[config.mk]
export PLATFORM = sky130hd
export DESIGN_NAME = serial_subtractor_flat
export DESIGN_NICKNAME = d
export VERILOG_FILES = /design/src/rtl/serial_subtractor_pkg.sv /design/src/rtl/serial_subtractor_if.sv /design/src/rtl/serial_subtractor_btn_edge_sync.sv /design/src/rtl/serial_subtractor.sv /design/src/flat_wrapper.sv
export SDC_FILE = /design/constraint.sdc
export NUM_CORES = 1
export LEC_CHECK = 0
export CAP_MARGIN = 10
export CORE_ASPECT_RATIO = 1.75
export CORE_MARGIN = 1
export CORE_UTILIZATION = 38
export CTS_BUF_LIST = sky130_fd_sc_hd__clkbuf_8 sky130_fd_sc_hd__clkbuf_16
export DETAILED_ROUTE_END_ITERATION = 12
export PLACE_DENSITY = 0.62
export RECOVER_POWER = 100
export SLEW_MARGIN = 30
export SYNTH_ARGS = -nofsm -noshare
export SYNTH_HDL_FRONTEND = slang
export SYNTH_SLANG_ARGS = --single-unit
[constraint.sdc]
create_clock -name clk -period 3.75 [get_ports clk]
set_input_delay 0.375 -clock clk [delete_from_list [all_inputs] [get_ports clk]]
set_output_delay 0.375 -clock clk [all_outputs]
set_load 0.02 [all_outputs]
[src/rtl/serial_subtractor_pkg.sv]
// Shared definitions for the bit-serial subtractor: FSM state encoding,
// default operand width and the bit-counter sizing helper.
package serial_arith_pkg;

    localparam int unsigned DEF_WIDTH = 4;

    typedef enum logic [1:0] {
        ST_IDLE  = 2'd0,
        ST_SHIFT = 2'd1,
        ST_DONE  = 2'd2
    } state_t;

    // Bit-counter width: clog2 of the operand width, never narrower than 1.
    function automatic int unsigned cnt_bits(input int unsigned w);
        return (w < 2) ? 1 : $clog2(w);
    endfunction

endpackage

[src/rtl/serial_subtractor_if.sv]
// Start/busy/done handshake plus operand and result bus of the serial subtractor.
interface serial_subtractor_if import serial_arith_pkg::*; #(
    parameter int unsigned WIDTH = DEF_WIDTH
) ();

    logic             start_i;
    logic [WIDTH-1:0] a_i;
    logic [WIDTH-1:0] b_i;
    logic             busy_o;
    logic             done_o;
    logic [WIDTH-1:0] diff_o;
    logic             borrow_o;
    logic             zero_o;

    modport master (
        output start_i, a_i, b_i,
        input  busy_o, done_o, diff_o, borrow_o, zero_o
    );

    modport slave (
        input  start_i, a_i, b_i,
        output busy_o, done_o, diff_o, borrow_o, zero_o
    );

endinterface

[src/rtl/serial_subtractor_btn_edge_sync.sv]
// Push-button front end: 2-flop synchronizer for an active-low raw button
// plus a falling-edge detector producing one pulse per press.
module btn_edge_sync (
    input  logic clk,
    input  logic rst_n,
    input  logic i_btn_n,
    output logic o_fall
);

    logic r_s1;
    logic r_s2;
    logic r_s3;

    // Synchronize the button and keep one delayed copy for edge detection.
    always_ff @(posedge clk or negedge rst_n) begin
        if (!rst_n) begin
            r_s1 <= 1'b1;
            r_s2 <= 1'b1;
            r_s3 <= 1'b1;
        end else begin
            r_s1 <= i_btn_n;
            r_s2 <= r_s1;
            r_s3 <= r_s2;
        end
    end

    assign o_fall = r_s3 & ~r_s2;

endmodule

[src/rtl/serial_subtractor.sv]
// Bit-serial WIDTH-bit subtractor (A - B, LSB first, single borrow flop)
// with a start/busy/done handshake and registered results.
// Optional macro BTN_SYNC_EN: start_i is a raw active-low push button,
// synchronized and falling-edge detected before it can start an operation.
module serial_subtractor import serial_arith_pkg::*; #(
    parameter int unsigned WIDTH = DEF_WIDTH
) (
    input logic                clk,
    input logic                rst_n,
    serial_subtractor_if.slave bus
);

    localparam int unsigned CW = cnt_bits(WIDTH);

    state_t           r_state;
    state_t           w_next_state;
    logic [WIDTH-1:0] r_sa;
    logic [WIDTH-1:0] r_sb;
    logic [WIDTH-1:0] r_work;
    logic [WIDTH-1:0] r_diff;
    logic             r_br;
    logic             r_borrow;
    logic             r_zero;
    logic [CW-1:0]    r_cnt;

    logic             w_start;
    logic             w_last;
    logic             w_d;
    logic             w_br_next;
    logic [WIDTH-1:0] w_work_next;
    logic             w_busy;
    logic             w_done;

`ifdef BTN_SYNC_EN
    btn_edge_sync u_btn_edge_sync (
        .clk     (clk),
        .rst_n   (rst_n),
        .i_btn_n (bus.start_i),
        .o_fall  (w_start)
    );
`else
    assign w_start = bus.start_i;
`endif

    assign w_last      = (r_cnt == CW'(WIDTH - 1));
    assign w_d         = r_sa[0] ^ r_sb[0] ^ r_br;
    assign w_br_next   = (~r_sa[0] & r_sb[0]) | (~(r_sa[0] ^ r_sb[0]) & r_br);
    assign w_work_next = {w_d, r_work[WIDTH-1:1]};

    // FSM state register.
    always_ff @(posedge clk or negedge rst_n) begin
        if (!rst_n) begin
            r_state <= ST_IDLE;
        end else begin
            r_state <= w_next_state;
        end
    end

    // FSM next-state logic.
    always_comb begin
        w_next_state = r_state;
        case (r_state)
            ST_IDLE:  if (w_start) w_next_state = ST_SHIFT;
            ST_SHIFT: if (w_last)  w_next_state = ST_DONE;
            ST_DONE:  w_next_state = ST_IDLE;
            default:  w_next_state = ST_IDLE;
        endcase
    end

    // FSM outputs.
    always_comb begin
        w_busy = (r_state == ST_SHIFT) || (r_state == ST_DONE);
        w_done = (r_state == ST_DONE);
    end

    // Datapath: operand capture, serial subtraction and result registers.
    // Results load on the final SHIFT edge (the edge that enters DONE) so they
    // are already valid while done_o is high.
    always_ff @(posedge clk or negedge rst_n) begin
        if (!rst_n) begin
            r_sa     <= '0;
            r_sb     <= '0;
            r_work   <= '0;
            r_br     <= 1'b0;
            r_cnt    <= '0;
            r_diff   <= '0;
            r_borrow <= 1'b0;
            r_zero   <= 1'b0;
        end else begin
            case (r_state)
                ST_IDLE: begin
                    if (w_start) begin
                        r_sa  <= bus.a_i;
                        r_sb  <= bus.b_i;
                        r_br  <= 1'b0;
                        r_cnt <= '0;
                    end
                end
                ST_SHIFT: begin
                    r_sa   <= r_sa >> 1;
                    r_sb   <= r_sb >> 1;
                    r_br   <= w_br_next;
                    r_work <= w_work_next;
                    if (w_last) begin
                        r_diff   <= w_work_next;
                        r_borrow <= w_br_next;
                        r_zero   <= (w_work_next == '0);
                    end else begin
                        r_cnt <= r_cnt + CW'(1);
                    end
                end
                default: ;
            endcase
        end
    end

    assign bus.busy_o   = w_busy;
    assign bus.done_o   = w_done;
    assign bus.diff_o   = r_diff;
    assign bus.borrow_o = r_borrow;
    assign bus.zero_o   = r_zero;

endmodule
[src/flat_wrapper.sv]
// flat-port wrapper written by rule: the top's interface ports become plain ports
module serial_subtractor_flat import serial_arith_pkg::*;
#(
    parameter int unsigned WIDTH = DEF_WIDTH
)
  (clk, rst_n, bus_start_i, bus_a_i, bus_b_i, bus_busy_o, bus_done_o, bus_diff_o, bus_borrow_o, bus_zero_o);
  serial_subtractor_if #(.WIDTH(WIDTH)) bus_i ();
  input logic clk;
  input logic rst_n;
  input wire logic [$bits(bus_i.start_i)-1:0] bus_start_i;
  input wire logic [$bits(bus_i.a_i)-1:0] bus_a_i;
  input wire logic [$bits(bus_i.b_i)-1:0] bus_b_i;
  output wire logic [$bits(bus_i.busy_o)-1:0] bus_busy_o;
  output wire logic [$bits(bus_i.done_o)-1:0] bus_done_o;
  output wire logic [$bits(bus_i.diff_o)-1:0] bus_diff_o;
  output wire logic [$bits(bus_i.borrow_o)-1:0] bus_borrow_o;
  output wire logic [$bits(bus_i.zero_o)-1:0] bus_zero_o;
  assign bus_i.start_i = bus_start_i;
  assign bus_i.a_i = bus_a_i;
  assign bus_i.b_i = bus_b_i;
  assign bus_busy_o = bus_i.busy_o;
  assign bus_done_o = bus_i.done_o;
  assign bus_diff_o = bus_i.diff_o;
  assign bus_borrow_o = bus_i.borrow_o;
  assign bus_zero_o = bus_i.zero_o;
  serial_subtractor #(.WIDTH(WIDTH)) u_core (.clk(clk), .rst_n(rst_n), .bus(bus_i));
endmodule
# ---- After elaboration in Yosys (flattened, before gate mapping)
# Index checks and enable logic that the tools add are counted.
dict set report op_classes {
  n_addsub 1
  n_eq_ne 6
  mux 12
  bitwise 7
  reduce_logical 8
}
# op count
set ops {}
lappend ops {{$pmux W4 S2} 2}
lappend ops {{$mux W2} 4}
lappend ops {{$mux W4} 2}
lappend ops {{$pmux W2 S2} 2}
lappend ops {{$reduce_and A2 Y1} 3}
lappend ops {{$eq A2 B2 Y1 const B} 2}
lappend ops {{$logic_not A4 Y1} 1}
lappend ops {{$ne A2 B2 Y1 const B} 2}
lappend ops {{$reduce_and A3 Y1} 1}
lappend ops {{$add A2 B1 Y2 const B} 1}
lappend ops {{$and A1 B1 Y1} 2}
lappend ops {{$eq A2 B1 Y1 const B} 1}
lappend ops {{$logic_not A2 Y1} 1}
lappend ops {{$ne A2 B1 Y1 const B} 1}
lappend ops {{$not A1 Y1} 2}
lappend ops {{$pmux W1 S2} 1}
lappend ops {{$reduce_bool A2 Y1} 1}
lappend ops {{$xor A1 B1 Y1} 2}
lappend ops {{$logic_or A1 B1 Y1} 1}
lappend ops {{$mux W1} 1}
lappend ops {{$or A1 B1 Y1} 1}
dict set report word_totals {
  reg_bits 23
}

# ---- Logic depth before layout (Yosys ltp)
# Gate-level depths: netlist of run 1.
dict set report depth {
  word_depth 5
  ltp_mapped 6
  mapped_depth_nobuf 5
}

# ---- Worst setup path before layout of run 1
# Ideal clock, no wire load.
dict set report synth_path {
  kind {reg2reg}
  startpoint {register u_core.r_sb[0]}
  endpoint {register u_core.r_zero (netlist: u_core.bus.zero_o)}
  setup_time_ns 0.083
  t_arrival_ns 1.436
  required_ns 3.667
  path_slack_ns 2.231
  stages_incl_launch_ff 5
  cell_sequence {dfrtp_1 -> inv_1 -> fa_1 -> or4_1 -> o21ai_0}
}
dict set report synth_via {
  elab_chain_len 3
}
# element line_no
set synth_rtl {}
lappend synth_rtl {{start: declaration} serial_subtractor.sv:18} ;# logic [WIDTH-1:0] r_sb;
lappend synth_rtl {{start signal: assignment} serial_subtractor.sv:94} ;# r_sb <= bus.b_i;
lappend synth_rtl {{start signal: assignment} serial_subtractor.sv:101} ;# r_sb <= r_sb >> 1;
lappend synth_rtl {{$xor A1 B1 Y1 (2 in series)} serial_subtractor.sv:46} ;# assign w_d = r_sa[0] ^ r_sb[0] ^ r_br;
lappend synth_rtl {{via u_core.w_d} serial_subtractor.sv:28} ;# logic w_d;
lappend synth_rtl {{$logic_not A4 Y1} serial_subtractor.sv:107} ;# r_zero <= (w_work_next == '0);
lappend synth_rtl {{end signal: assignment} serial_subtractor.sv:107}
lappend synth_rtl {{end: declaration} serial_subtractor.sv:23} ;# logic r_zero;
# The timed path passes the listed nets, and every way through them passes these cells.
# A chain may end at the register's enable or synchronous reset.

# ---- Worst setup path after layout of run 1
dict set report layout_path {
  startpoint {register u_core.r_state[1]}
  endpoint {register u_core.r_sb[2]}
}
dict set report layout_via {
  elab_chain_len 3
  elab_cells_between_ends 6
  classes_between {eq/ne (2); mux (1); reduce/logical (3)}
}
# element line_no
set layout_rtl {}
lappend layout_rtl {{start: declaration} serial_subtractor.sv:15} ;# state_t r_state;
lappend layout_rtl {{start signal: assignment} serial_subtractor.sv:55} ;# r_state <= w_next_state;
lappend layout_rtl {{$eq A2 B1 Y1 or $logic_not A2 Y1 (tied branches)} serial_subtractor.sv:90} ;# case (r_state)
lappend layout_rtl {{$reduce_bool A2 Y1 (no line) or $ne A2 B2 Y1 (tied branches)} -}
lappend layout_rtl {{$reduce_and A2 Y1 (no line)} -}
# Several ways; a longest one is shown, not always the timed one.

==> results of run 1 <==
==> placed cells by master, fill, tap and decap left out <==
| cell type | instances |
|---|---|
| and2b_4 | 1 |
| nor2_1 | 1 |
| dfrtp_1 | 22 |
| or4_1 | 1 |
| a21oi_1 | 1 |
| clkbuf_8 | 4 |
| o21a_1 | 1 |
| ha_1 | 6 |
| clkbuf_1 | 1 |
| mux2i_1 | 8 |
| o21ai_0 | 11 |
| a211oi_1 | 1 |
| o21ai_1 | 1 |
| mux2_1 | 1 |
| dlygate4sd3_1 | 8 |
| inv_1 | 6 |
| fa_1 | 1 |
| nand2_1 | 13 |
| nand2b_1 | 3 |
| nor2b_1 | 1 |
| clkdlybuf4s50_1 | 9 |
| mux2_2 | 8 |
==> path summary, 6_finish.rpt <==
path                                         to  slack [ps]  cells after the start
max reg2reg                      u_core.r_sb[2]        1570                      4
min in group clk              u_core.bus.zero_o         470                      2
max in group asynchronous   u_core.bus.borrow_o        2740                      1
min reg2reg                   u_core.bus.zero_o         470                      2
min                        u_core.bus.diff_o[1]         320                      1
max                              u_core.r_sb[2]        1570                      4
==> per-layer routing <==
metal | track usage [%] | vias to the layer above | routed length (microns)
met2 | 18.75 | 18 | 766
met5 | 0 | - | 0
li1 | - | 338 | -
met1 | 15.66 | 306 | 692
met3 | 1.511 | 5 | 65
met4 | 8.602 | 0 | 50
==> registers in the layout, summed over array words and instances (netlist names) <==
register and cells:
u_core.r_sb 4, u_core.bus.zero_o 1, u_core.r_state 2, u_core.r_cnt 2, u_core.r_br 1, u_core.bus.borrow_o 1
u_core.r_work 3, u_core.r_sa 4, u_core.bus.diff_o 4
==> final cells by class <==
cell class	instances	area [sq um]	share of cell area, %
inverters	6	22.52	1.749
flip-flops and latches	22	550.5	42.76
clock buffers	4	55.05	4.276
multi-input cells	59	451.7	35.08
well taps	27	33.78	2.624
repair buffers	18	173.9	13.51
==> through the flow <==
stage / total power [mW] / util (%)
CTS: 1.118 / 48.80
global route: 1.156 / 48.42
floorplan: 0.8126 / -
detailed placement: 0.9449 / 46.73
global placement: 0.9335 / 46.92
finish: 1.071 / 48.42
==> cell families (layout without fill, tap and decap cells) <==
group	after synthesis	count (layout)	share of synthesized area [%]
DFF	22	22	52.07
and+or+nand+nor	20	20	8.995
muxes	17	17	17.52
AOI/OAI and AO/OA	15	15	8.046
buffers and inverters	9	28	4.378
adders and majority gates	7	7	8.994
==> Yosys cell counts (all sizes together) <==
cell	instances
ha	6
or4	1
o21ai	12
nor2b	1
mux2	9
and2b	1
nand2b	3
o21a	1
dfrtp	22
mux2i	8
a21oi	1
buf	3
inv	6
a211oi	1
fa	1
nand2	13
nor2	1
==> power by group through the flow <==
stage	sequential [mW]	clock, mW	combinational, mW
after floorplan	0.428	0	0.385
after global placement	0.405	0	0.528
after detailed placement	0.409	0	0.536
after CTS	0.403	0.176	0.538
after global routing	0.416	0.182	0.558
final	0.399	0.169	0.502
==> critical path, delay by kind of cell, from the launching register on <==
kind | cells | cell delay (ps)
buffers and inverters | 1 | 100
DFF | 1 | 360
adders and majority gates | 1 | 390
muxes | 1 | 930
AOI/OAI and AO/OA | 1 | 230
==> out/metrics.csv, run 1 <==
stage,metric,value,unit
global_route,grt_pass1_wl,2773,microns
clock_network,cts_tree,built,
floorplanning,rows,25,
timing,period_needed,2182,ps
logic_synthesis,avgSynthCellArea,11.75,sq um
route,route.detailed.drc,0,
clock_network,clk_latency,260,ps
timing,fin_worst_skew,3.249,ps
route,firstDrtPassIters,2,
power_and_ir_drop,clkPwrFrac,15.8,%
worst_setup_path,worstPathRequired,3840,ps
floorplanning,die_w,41.88,microns
logic_synthesis,yosysSeqAreaShare,52.07,%
logic_synthesis,syn_nets,108,
run,cap_violations,0,
worst_setup_path,rr_startpoint,u_core.r_state[1],
worst_setup_path,worstSetupStartpoint,u_core.r_state[1],
timing,setup_viol,0,
timing,min_period_over_period,58.18,%
timing,hold_viol,0,
timing,max_freq,0.4583,GHz
timing,relSlewSlack,21.76,%
worst_setup_path,cp_max_fo,18,
logic_synthesis,yosysUniqueCellTypes,22,
cells_and_area,fin_area,0.001287,sq mm
clock_network,cts_sinks,22,
worst_setup_path,worst-setup-path-type,reg2reg,
clock_network,cts_resized,0,
worst_setup_path,worst_path_max_delay_cell,mux2i_1,
route,routed_wl,1575,microns
floorplanning,dieArea,0.003006,sq mm
clock_network,cts_buffers,3,
timing,tightestPinTransition,1141,ps
timing,setup_tns,0,ps
power_and_ir_drop,combPwrFrac,46.9,%
timing,whs,319.6,ps
global_route,grt_start_max_net_pins,23,
worst_setup_path,cp-start-kind,flip-flop,
logic_synthesis,yosys_warnings,0,
clock_network,cts_hold_buf,0,
worst_setup_path,critPathArrivalTime,2280,ps
place,io_buffers,18,
route,vias,667,
route,wl_per_cell,11.58,microns
timing,fin_ws,1568,ps
logic_synthesis,ys_ff_latch,22,
power_and_ir_drop,p_switching,0.3895,mW
floorplanning,die_y,71.78,microns
logic_synthesis,yosysTopAreaCell,dfrtp_1,
worst_setup_path,cpPeakStageDelay,930,ps
hold_path,hp-class,in2async,
global_route,grt_pass1_vias,610,
floorplanning,coreArea,0.002659,sq mm
clock_network,root_buffer,clkbuf_8,
clock_network,clockBufferDepth,2,
global_route,gr-total-overflow,0,
floorplanning,ios,19,
cells_and_area,drive_above_1_share,11.93,%
logic_synthesis,syn-cell-area,0.001057,sq mm
place,place_congestion,0.6910,
place,placed_cells,132,
clock_network,clk_pin_slew_worst_paths,80,ps
place,hpwl,1144,microns
route,drtAntennaViolNets,0,
logic_synthesis,yosysTopAreaCellShare,52.07,%
floorplanning,start_util,39.76,%
timing,report.final.slew_viol_count,0,
power_and_ir_drop,power.internal,0.6810,mW
cells_and_area,fin_cells,136,
cells_and_area,n_antenna_cell,0,
route,viasPerCell,4.904,
global_route,track_usage,12.19,%
power_and_ir_drop,powerDensity,831.5,mW/mm^2
global_route,antenna_found_initial,0,
timing,rsz0062_at_grt,false,
place,placed_cell_area,0.001242,sq mm
power_and_ir_drop,p_leak,0.5970,nW
cells_and_area,fin_nets,128,
clock_network,post-cts-setup-buffers,0,
place,dpl_worst_slack,1846,ps
route,drtIter0Drc,8,
status,status,completed,
power_and_ir_drop,sw_frac_of_total,36.39,%
cells_and_area,nFillCells,246,
worst_setup_path,crit_path_cell_trace,"inv_1, ha_1, mux2i_1, o21ai_0",
cells_and_area,syn_to_final_growth,21.77,%
worst_setup_path,cp-end-kind,flip-flop,
logic_synthesis,synth.area.top_cells,"dfrtp_1, mux2_2, ha_1, mux2i_1, o21ai_0",
power_and_ir_drop,p_seq_share,37.3,%
clock_network,htree_num_levels,1,
logic_synthesis,synthCells,90,
power_and_ir_drop,vdd_drop_max,0.0005203,V
No activity file was read; power rests on OpenSTA's default activity.
==> inputs of run 2 (changes only) <==
Settings changed: PLACE_DENSITY 0.62 to 0.64.
Clock period 3.75 ns to 1.8 ns, I/O delays scaled along.
==> run 2 against run 1 <==
- final cell count increased by 2.2%
- critical endpoint is now bus_done_o
- global-route usage increased by 1.1 points
- design area increased by 1.8%
- highest routed layer unchanged
- register-to-register slack got worse by 1400 ps
- clock power increased by 75%
- largest power group unchanged
- routed wire length increased by 13%
- non-clock buffer count increased by 4
- sequential power increased by 110%
==> out/metrics.csv, run 2 (synthesis gave the netlist of run 1 again) <==
stage,metric,value,unit,change
status,status,completed,,
route,vias,693,,+3.9%
timing,hold_viol,0,,unchanged
place,place_congestion,0.6841,,-1.0%
floorplanning,die_y,71.78,microns,unchanged
cells_and_area,final_common_cell,dfrtp_1,,
power_and_ir_drop,total_power,2.274,mW,+110%
timing,max_freq,0.5753,GHz,
route,route.detailed.drc,0,,unchanged
timing,fin_worst_skew,2.970,ps,-0.2794 ps
clock_network,clockBufferDepth,2,,unchanged
run,cap_violations,0,,unchanged
worst_setup_path,critPathArrivalTime,1560,ps,-720 ps
clock_network,clk_latency,260,ps,about the same
timing,setup_viol,0,,unchanged
route,wl_per_cell,12.84,microns,+11%
clock_network,clk_pin_slew_worst_paths,70,ps,about the same
power_and_ir_drop,powerDensity,1734,mW/mm^2,+110%
power_and_ir_drop,p_leak,0.6050,nW,+1.3%
cells_and_area,fin_cells,139,,+2.2%
floorplanning,ios,19,,unchanged
clock_network,cts_buffers,3,,unchanged
place,placed_cell_area,0.001277,sq mm,+2.8%
cells_and_area,final_util,49.32,%,+0.89 points
floorplanning,die_w,41.88,microns,unchanged
route,drtIter0Drc,13,,+5
route,viasPerCell,4.986,,+1.7%
timing,setup_tns,0,ps,unchanged
place,dpl_worst_slack,157.9,ps,-1688 ps
timing,period_needed,1738,ps,
place,hpwl,1343,microns,+17%
timing,relSlewSlack,20.34,%,-1.4 points
hold_path,hp-class,reg2reg,,
route,drtAntennaViolNets,0,,unchanged
clock_network,post-cts-setup-buffers,0,,unchanged
cells_and_area,fin_area,0.001311,sq mm,+1.8%
timing,report.final.slew_viol_count,0,,unchanged
global_route,grt_pass1_vias,731,,+20%
timing,tightestPinTransition,1195,ps,+53.96 ps
clock_network,cts_sinks,22,,unchanged
worst_setup_path,worstPathRequired,1620,ps,-2220 ps
floorplanning,rows,25,,unchanged
floorplanning,dieArea,0.003006,sq mm,unchanged
place,placed_cells,136,,+3.0%
timing,fin_ws,61.84,ps,-1506 ps
global_route,grt_pass1_wl,3056,microns,+10%
route,routed_wl,1785,microns,+13%
worst_setup_path,cp-start-kind,flip-flop,,
place,io_buffers,18,,unchanged
route,firstDrtPassIters,2,,unchanged
clock_network,root_buffer,clkbuf_8,,
worst_setup_path,worst-setup-path-type,reg2out,,
global_route,track_usage,13.25,%,+1.1 points
worst_setup_path,cp-end-kind,primary output,,
cells_and_area,fin_nets,132,,+3.1%
floorplanning,coreArea,0.002659,sq mm,unchanged
worst_setup_path,cp_max_fo,4,,-14
timing,min_period_over_period,96.56,%,
clock_network,cts_tree,built,,
cells_and_area,drive_above_1_share,15.18,%,+3.3 points
cells_and_area,layout_common_cells,"dfrtp_1, nand2_1, o21ai_0",,
global_route,antenna_found_initial,0,,unchanged
timing,rsz0062_at_grt,false,,
clock_network,htree_num_levels,1,,unchanged
cells_and_area,nFillCells,245,,-0.41%
timing,whs,482.5,ps,+162.9 ps
cells_and_area,syn_to_final_growth,24.02,%,
global_route,grt_start_max_net_pins,23,,unchanged
global_route,gr-total-overflow,0,,unchanged
cells_and_area,n_antenna_cell,0,,unchanged
power_and_ir_drop,vdd_drop_max,0.0007840,V,+51%
floorplanning,start_util,39.76,%,unchanged
run 2: layout make-up:
| cell class | count | area (sq um) | share of cell area (%) |
|---|---|---|---|
| inverter | 6 | 22.52 | 1.718 |
| multi-input combinational | 59 | 460.4 | 35.11 |
| sequential | 22 | 550.5 | 41.98 |
| timing repair buffer | 22 | 202.7 | 15.46 |
| tap | 27 | 33.78 | 2.576 |
| clock buffer | 3 | 41.29 | 3.149 |
run 2: critical path, stage by stage, from the launching register on:
cell,delay [ps]
dfrtp_1,410
inv_1,120
ha_1,170
clkdlybuf4s50_1,600
run 2: what timing repair did:
action,in CTS,in global routing
setup endpoints to repair,1,0
gates resized for setup,1,0
hold endpoints to repair,0,0
hold buffers,0,0
run 2: final timing paths:
check	cells after the start	slack, ps	to	startpoint
max in group asynchronous	2	410	u_core.bus.diff_o[2]	rst_n
setup / recovery	3	60	bus_done_o	u_core.r_state[0]
setup reg to reg	5	170	u_core.r_cnt[0]	u_core.r_state[0]
hold reg to reg	2	480	u_core.r_sa[2]	u_core.r_sa[2]
min in group asynchronous	2	690	u_core.r_sa[2]	rst_n
hold / removal	2	480	u_core.r_sa[2]	u_core.r_sa[2]
run 2: metal layers:
layer	part of all wire [%]	track usage [%]	wire [microns]
met4	2.0	5.735	36
met5	0	0	0
met2	56	25.52	994
met3	3.8	2.267	68
met1	38	13.44	686
run 2: where the power goes:
| part | total (mW) | internal [mW] | switching [mW] |
|---|---|---|---|
| combinational | 1.13 | 0.558 | 0.573 |
| clock | 0.296 | 0.149 | 0.147 |
| sequential | 0.846 | 0.716 | 0.130 |
